===== src/rtl/muldiv_unit.sv =====
// Iterative unsigned multiply/divide unit for the register-file write-back path.
// One operation in flight: shift-add multiply or restoring divide, one bit per cycle.
module muldiv_unit #(
  parameter int WIDTH    = 16,
  parameter int REG_ID_W = 4
) (
  input  logic                clk,
  input  logic                rst,
  input  logic                start,
  input  logic [1:0]          op,
  input  logic [WIDTH-1:0]    src_a,
  input  logic [WIDTH-1:0]    src_b,
  input  logic [REG_ID_W-1:0] dst_id,
  output logic                busy,
  output logic                pend_valid,
  output logic [REG_ID_W-1:0] pend_id,
  output logic                wb_en,
  output logic [REG_ID_W-1:0] wb_reg,
  output logic [WIDTH-1:0]    wb_data
);

  localparam int CNT_W = 5;
  localparam logic [CNT_W-1:0] CNT_LAST = CNT_W'(WIDTH - 1);

  typedef enum logic [1:0] {
    S_IDLE = 2'd0,
    S_RUN  = 2'd1,
    S_DONE = 2'd2
  } state_e;

  state_e              state_q, state_d;
  logic [CNT_W-1:0]    cnt_q, cnt_d;
  logic [1:0]          op_q, op_d;
  logic [REG_ID_W-1:0] dst_q, dst_d;
  logic [WIDTH-1:0]    opnd_q, opnd_d;
  logic [WIDTH-1:0]    hi_q, hi_d;
  logic [WIDTH-1:0]    lo_q, lo_d;
  logic                busy_q, busy_d;
  logic                wb_en_q, wb_en_d;
  logic [REG_ID_W-1:0] wb_reg_q, wb_reg_d;
  logic [WIDTH-1:0]    wb_data_q, wb_data_d;

  // hi/lo form the product {hi,lo} for MUL and {remainder, quotient} for DIV;
  // opnd holds the multiplicand (MUL) or the divisor (DIV).
  logic [WIDTH:0] mul_sum_s;
  logic [WIDTH:0] div_trial_s;
  logic [WIDTH:0] div_diff_s;
  logic           div_ge_s;

  assign mul_sum_s   = {1'b0, hi_q} + (lo_q[0] ? {1'b0, opnd_q} : {(WIDTH+1){1'b0}});
  assign div_trial_s = {hi_q, lo_q[WIDTH-1]};
  assign div_ge_s    = (div_trial_s >= {1'b0, opnd_q});
  assign div_diff_s  = div_trial_s - {1'b0, opnd_q};

  // Next-state, datapath iteration and write-back staging
  always_comb begin
    state_d   = state_q;
    cnt_d     = cnt_q;
    op_d      = op_q;
    dst_d     = dst_q;
    opnd_d    = opnd_q;
    hi_d      = hi_q;
    lo_d      = lo_q;
    busy_d    = busy_q;
    wb_en_d   = 1'b0;
    wb_reg_d  = wb_reg_q;
    wb_data_d = wb_data_q;
    case (state_q)
      S_IDLE: begin
        if (start) begin
          op_d   = op;
          dst_d  = dst_id;
          cnt_d  = {CNT_W{1'b0}};
          busy_d = 1'b1;
          hi_d   = {WIDTH{1'b0}};
          if (op[1]) begin
            opnd_d = src_b;
            lo_d   = src_a;
          end else begin
            opnd_d = src_a;
            lo_d   = src_b;
          end
          if (op[1] && (src_b == {WIDTH{1'b0}})) begin
            state_d   = S_DONE;
            wb_en_d   = 1'b1;
            wb_reg_d  = dst_id;
            wb_data_d = op[0] ? src_a : {WIDTH{1'b1}};
          end else begin
            state_d   = S_RUN;
          end
        end else begin
          state_d = S_IDLE;
        end
      end
      S_RUN: begin
        if (!op_q[1]) begin
          {hi_d, lo_d} = {mul_sum_s, lo_q[WIDTH-1:1]};
        end else begin
          hi_d = div_ge_s ? div_diff_s[WIDTH-1:0] : div_trial_s[WIDTH-1:0];
          lo_d = {lo_q[WIDTH-2:0], div_ge_s};
        end
        if (cnt_q == CNT_LAST) begin
          state_d   = S_DONE;
          wb_en_d   = 1'b1;
          wb_reg_d  = dst_q;
          wb_data_d = op_q[0] ? hi_d : lo_d;
        end else begin
          cnt_d = cnt_q + {{(CNT_W-1){1'b0}}, 1'b1};
        end
      end
      S_DONE: begin
        state_d = S_IDLE;
        busy_d  = 1'b0;
      end
      default: begin
        state_d = S_IDLE;
        busy_d  = 1'b0;
      end
    endcase
  end

  // State and datapath registers; reset aborts any operation in flight
  always_ff @(posedge clk or negedge rst) begin
    if (!rst) begin
      state_q   <= S_IDLE;
      cnt_q     <= {CNT_W{1'b0}};
      op_q      <= 2'b00;
      dst_q     <= {REG_ID_W{1'b0}};
      opnd_q    <= {WIDTH{1'b0}};
      hi_q      <= {WIDTH{1'b0}};
      lo_q      <= {WIDTH{1'b0}};
      busy_q    <= 1'b0;
      wb_en_q   <= 1'b0;
      wb_reg_q  <= {REG_ID_W{1'b0}};
      wb_data_q <= {WIDTH{1'b0}};
    end else begin
      state_q   <= state_d;
      cnt_q     <= cnt_d;
      op_q      <= op_d;
      dst_q     <= dst_d;
      opnd_q    <= opnd_d;
      hi_q      <= hi_d;
      lo_q      <= lo_d;
      busy_q    <= busy_d;
      wb_en_q   <= wb_en_d;
      wb_reg_q  <= wb_reg_d;
      wb_data_q <= wb_data_d;
    end
  end

  assign busy       = busy_q;
  assign pend_valid = busy_q;
  assign pend_id    = dst_q;
  assign wb_en      = wb_en_q;
  assign wb_reg     = wb_reg_q;
  assign wb_data    = wb_data_q;

endmodule


===== config.mk =====
export PLATFORM = sky130hd
export DESIGN_NAME = muldiv_unit
export DESIGN_NICKNAME = d
export VERILOG_FILES = /design/src/rtl/muldiv_unit.sv
export SDC_FILE = /design/constraint.sdc
export NUM_CORES = 1
export LEC_CHECK = 0
export ABC_AREA = 0
export CAP_MARGIN = 20
export CORE_UTILIZATION = 63
export CTS_CLUSTER_SIZE = 28
export DETAILED_ROUTE_END_ITERATION = 7
export GPL_ROUTABILITY_DRIVEN = 0
export PLACE_DENSITY = 0.95
export SETUP_SLACK_MARGIN = 0.1
export SLEW_MARGIN = 20
export SYNTH_ARGS = -nofsm -noshare
export SYNTH_HDL_FRONTEND = slang
export SYNTH_SLANG_ARGS = --single-unit
export TNS_END_PERCENT = 1

===== constraint.sdc =====
create_clock -name clk -period 6.1 [get_ports clk]
set_clock_uncertainty 0.05 [all_clocks]
set_input_delay 1.525 -clock clk [delete_from_list [all_inputs] [get_ports clk]]
set_output_delay 1.525 -clock clk [all_outputs]
set_load 0.01 [all_outputs]

# After elaboration in Yosys (flattened, before gate mapping)
# Cells that the tools add are included.
[classes]
eq_ne = 6
n_reduce_logical = 9
addsub = 3
n_mux = 33
bitwise_logic = 1
order_cmp = 1
[op_table]
columns = ["operator", "count"]
rows = [
  ["2-to-1 mux 16 bit", 13],
  ["one-hot mux 16 bit (2 select lines)", 3],
  ["adder 16 x 16 -> 17 bit", 1],
  ["greater-or-equal comparator 17 x 16 -> 1 bit", 1],
  ["logical NOT 16 bit", 1],
  ["subtractor 16 bit", 1],
  ["2-to-1 mux 4 bit", 3],
  ["2-to-1 mux 5 bit", 2],
  ["one-hot mux 5 bit (2 select lines)", 1],
  ["!= test 2 bit, second input constant", 4],
  ["one-hot mux 4 bit (2 select lines)", 1],
  ["2-to-1 mux 2 bit", 3],
  ["AND reduction 2 bit", 3],
  ["adder 5 x 1 -> 5 bit, second input constant", 1],
  ["== test 5 x 4 -> 1 bit, second input constant", 1],
  ["2-to-1 mux 1 bit", 4],
  ["one-hot mux 1 bit (2 select lines)", 2],
  ["one-hot mux 2 bit (2 select lines)", 1],
  ["AND reduction 4 bit", 1],
  ["AND reduction 3 bit", 1],
  ["== test 2 x 1 -> 1 bit, second input constant", 1],
  ["logical NOT 2 bit", 1],
  ["nonzero test 2 bit", 1],
  ["logical AND 1 bit", 1],
  ["inverter 1 bit", 1],
]
[totals]
elab_cells = 64
ff_bits = 83
in_bits = 41

# Depth between registers and ports, before layout
[logic_depth]
word_depth = 6
ltp_mapped = 12
depth_no_buf = 11

# Least setup slack after synthesis
# Ideal clock, no wire load.
[synth_timing]
path_kind = "input -> register"
start = "input src_b[5]"
end = "register wb_data_q[2], in the netlist wb_data[2]"
setup_ns = 0.135
slack_ns = 2.797
t_arrival_ns = 3.118
cell_stages = 6
required_time_ns = 5.915
path_cell_list = "or3_1 nor4_2 nor2_1 buf_2 a221oi_1 o31ai_1"
[synth_via]
elab_chain_len = 4
[synth_lines]
columns = ["element", "line_no", "text"]
rows = [
  ["start, declared", "12", "input logic [WIDTH-1:0] src_b,"],
  ["logical NOT 16 bit", "83", "if (op[1] && (src_b == {WIDTH{1'b0}})) begin"],
  ["logical AND 1 bit", "83", ""],
  ["!= test 2 bit (no source line)", "--", ""],
  ["AND reduction 4 bit (no source line)", "--", ""],
  ["end signal, assigned", "135", "wb_data_q <= {WIDTH{1'b0}};"],
  ["end signal, assigned", "147", "wb_data_q <= wb_data_d;"],
  ["end, declared", "41", "logic [WIDTH-1:0] wb_data_q, wb_data_d;"],
]
# No other way between the ends.
# A chain may end at the register's enable or synchronous reset.

# Worst setup path after layout
[layout_timing]
start = "input op[1]"
end = "register wb_data_q[14], in the netlist wb_data[14]"
[layout_via]
elab_chain_len = 3
[layout_lines]
columns = ["element", "line_no", "text"]
rows = [
  ["start, declared", "10", "input logic [1:0] op,"],
  ["logical AND 1 bit", "83", ""],
  ["!= test 2 bit (no source line)", "--", ""],
  ["AND reduction 4 bit (no source line)", "--", ""],
]
# No other way between the ends.

==> qor.txt <==
status -> finished clean
Worst EP required -> 6290 ps
Distinct cells, synth -> 73
crit share post-route -> 65.7%
clock root cell -> clkbuf_8
CTS tree -> built
CP startpoint kind -> input pin
Iter 0 DRT Violations -> 1,038
Main synth FF type -> dfrtp_1
first-pass GRT wire length -> 33,500 um
Synth Cell Area -> 6480 um2
Pwr Total -> 5.15 mW
total grt overflow -> 0
initial antenna violation count -> 0
number of synthesized register bits -> 83
Hold Violations, Final -> 0
Max rail drop VDD -> 416 uV
yosys warns -> 0
clock slew at reported path FFs -> 90 ps
Post-Synthesis Cells -> 740
number of fillers in the final layout -> 574
Post-CTS Setup Bufs -> 0
Worst Path Arrival -> 4200 ps
maxcap violations -> 0
crit-path cells -> buf_2, nor4b_1, nand2_1, nor4_2, nor2_2, mux2_2, a311oi_1, a21oi_1
Slew Viols, Final -> 0
Worst Path Max Fanout -> 34
post-synthesis async set-or-reset flop share -> 100%
most numerous cell in the Yosys netlist -> dfrtp_1
Port-buffer cells -> 67
wire per inst -> 22.2 um
Routed WL -> 20,500 um
CTS-repair resized insts -> 0
commonest cells in the netlist -> 83 x dfrtp_1, 79 x nand2_1, 73 x mux2i_1, 47 x o21ai_0, 46 x nor2_1
sequential share of the synthesized area -> 32.0%
drt first pass iters -> 6
DRC -> 0
final setup fails -> 0
vias -> 6,641
Mapped Avg Cell Area -> 8.76 um2
post-route ant nets -> 0
Placed Cells -> 908
latest clock arrival within the worst-skew pair -> 380 ps
Layout Cells excl Fill -> 924
clock sink count -> 83
CP max stage delay -> 660 ps
layout cell share with drive strength beyond 1 -> 6.07%
Hold Path Class -> flip-flop to flip-flop
Mapped Nets -> 817
crit path kind -> input pin to flip-flop
# rows -> 36
dominant cells by area after synthesis -> dfrtp_1 32%, mux2i_1 11%, ha_1 6.6%
CTS Hold Buffers Added -> 0
Tot GR Track Use -> 42.0%
DP Wirelength -> 14,400 um
Core ar. -> 9860 um2
DIE HEIGHT -> 103 um
largest net degree at the start of global routing -> 84
Die X -> 103 um
Worst Tran Pin Value -> 911 ps
top cell type's share of synthesized area -> 32.0%
Num CTS Buffers -> 9
fin crit period -> 4010 ps
Pleak -> 3.33 nW
crit end category -> flip-flop
Inserted Diodes -> 0
num ports -> 68
die area -> 10,700 um2
Max stage delay cell, worst path -> buf_2
fin nets -> 863
vias in the first global route -> 6,273
Initial Util -> 65.7%
pwr/cell area -> 695 nW/um2
Vias per Instance -> 7.19
Slew Limit Headroom -> 39.3%
Sum Neg Setup Slack -> 0 ps
area leader, netlist -> dfrtp_1
EDFF count, synth -> 0
H-tree levels -> 3
clk buf depth -> 2
Synth-to-Final Area Change -> 14.5%
unrepaired setup endpoints after global routing -> no
Highest Clock Rate -> 250 MHz
-- cells in the final DEF, fill, tap and decap left out, types with 14 or more instances in the layout --
cell type / count
dfrtp_1: 82
nand3_1: 25
nor2b_1: 18
a221oi_1: 16
inv_1: 34
o22ai_1: 14
nor2_1: 45
ha_1: 34
a21oi_1: 29
mux2i_1: 73
clkdlybuf4s50_1: 65
nand2_1: 78
o21ai_0: 47
and2_1: 21
-- final cells by class --
class / count / area (um2) / share of cell area, %
clock buffers: 11 / 151 / 2.04
clock inverters: 5 / 85.1 / 1.15
inverters: 34 / 128 / 1.72
multi-input cells: 585 / 4100 / 55.3
flip-flops and latches: 83 / 2080 / 28.0
well taps: 133 / 166 / 2.24
repair buffers: 73 / 712 / 9.59
-- per-stage QoR --
| step | util, % | worst slack [ps] | cell area, um2 | hold WS, ps |
|---|---|---|---|---|
| CTS | 75.2 | 2180 | 7420 | 445 |
| detailed placement | 72.8 | 1890 | 7180 | 426 |
| global route | 75.2 | 1870 | 7420 | 496 |
| floorplan | - | 2800 | 6480 | 399 |
| finish | 75.2 | 2090 | 7420 | 449 |
| global placement | 72.8 | 2050 | 7180 | 413 |
-- critical path: cells and delay by family --
family | cells | cell delay, ps
and+or+nand+nor | 4 | 1260
buffers and inverters | 1 | 660
muxes | 1 | 370
AOI/OAI and AO/OA | 2 | 370
-- layer usage --
| layer | track usage (%) | wire [um] |
|---|---|---|
| met1 | 55.5 | 7300 |
| met2 | 65.3 | 9480 |
| met3 | 10.4 | 2660 |
| met4 | 19.2 | 1110 |
| met5 | 0 | 0 |
-- where the power goes --
part	internal [mW]	leakage, nW	switching [mW]
logic	1.43	2.24	2.13
registers	0.817	0.975	0.307
clock network	0.254	0.116	0.217
-- logic make-up after synthesis --
kind of cell / share of synthesized area [%]
buffers and inverters: 4.79
muxes: 12.1
adders and majority gates: 7.18
xor gates and xnor gates: 2.03
AOI/OAI and AO/OA: 23.6
and+or+nand+nor: 18.2
DFF: 32.0
-- path summary, 6_finish.rpt --
| kind | end | cells past startpoint | start | slack (ps) |
|---|---|---|---|---|
| setup / recovery | wb_data[14] | 8 | op[1] | 2090 |
| hold / removal | wb_reg[0] | 2 | wb_reg[0] | 450 |
| setup reg to reg | wb_data[14] | 10 | lo_q[0] | 2550 |
| hold reg to reg | wb_reg[0] | 2 | wb_reg[0] | 450 |
| max in group asynchronous | op_q[1] | 1 | rst | 4310 |
| min in group asynchronous | cnt_q[2] | 1 | rst | 1120 |
(Power assumes the default switching activity.)
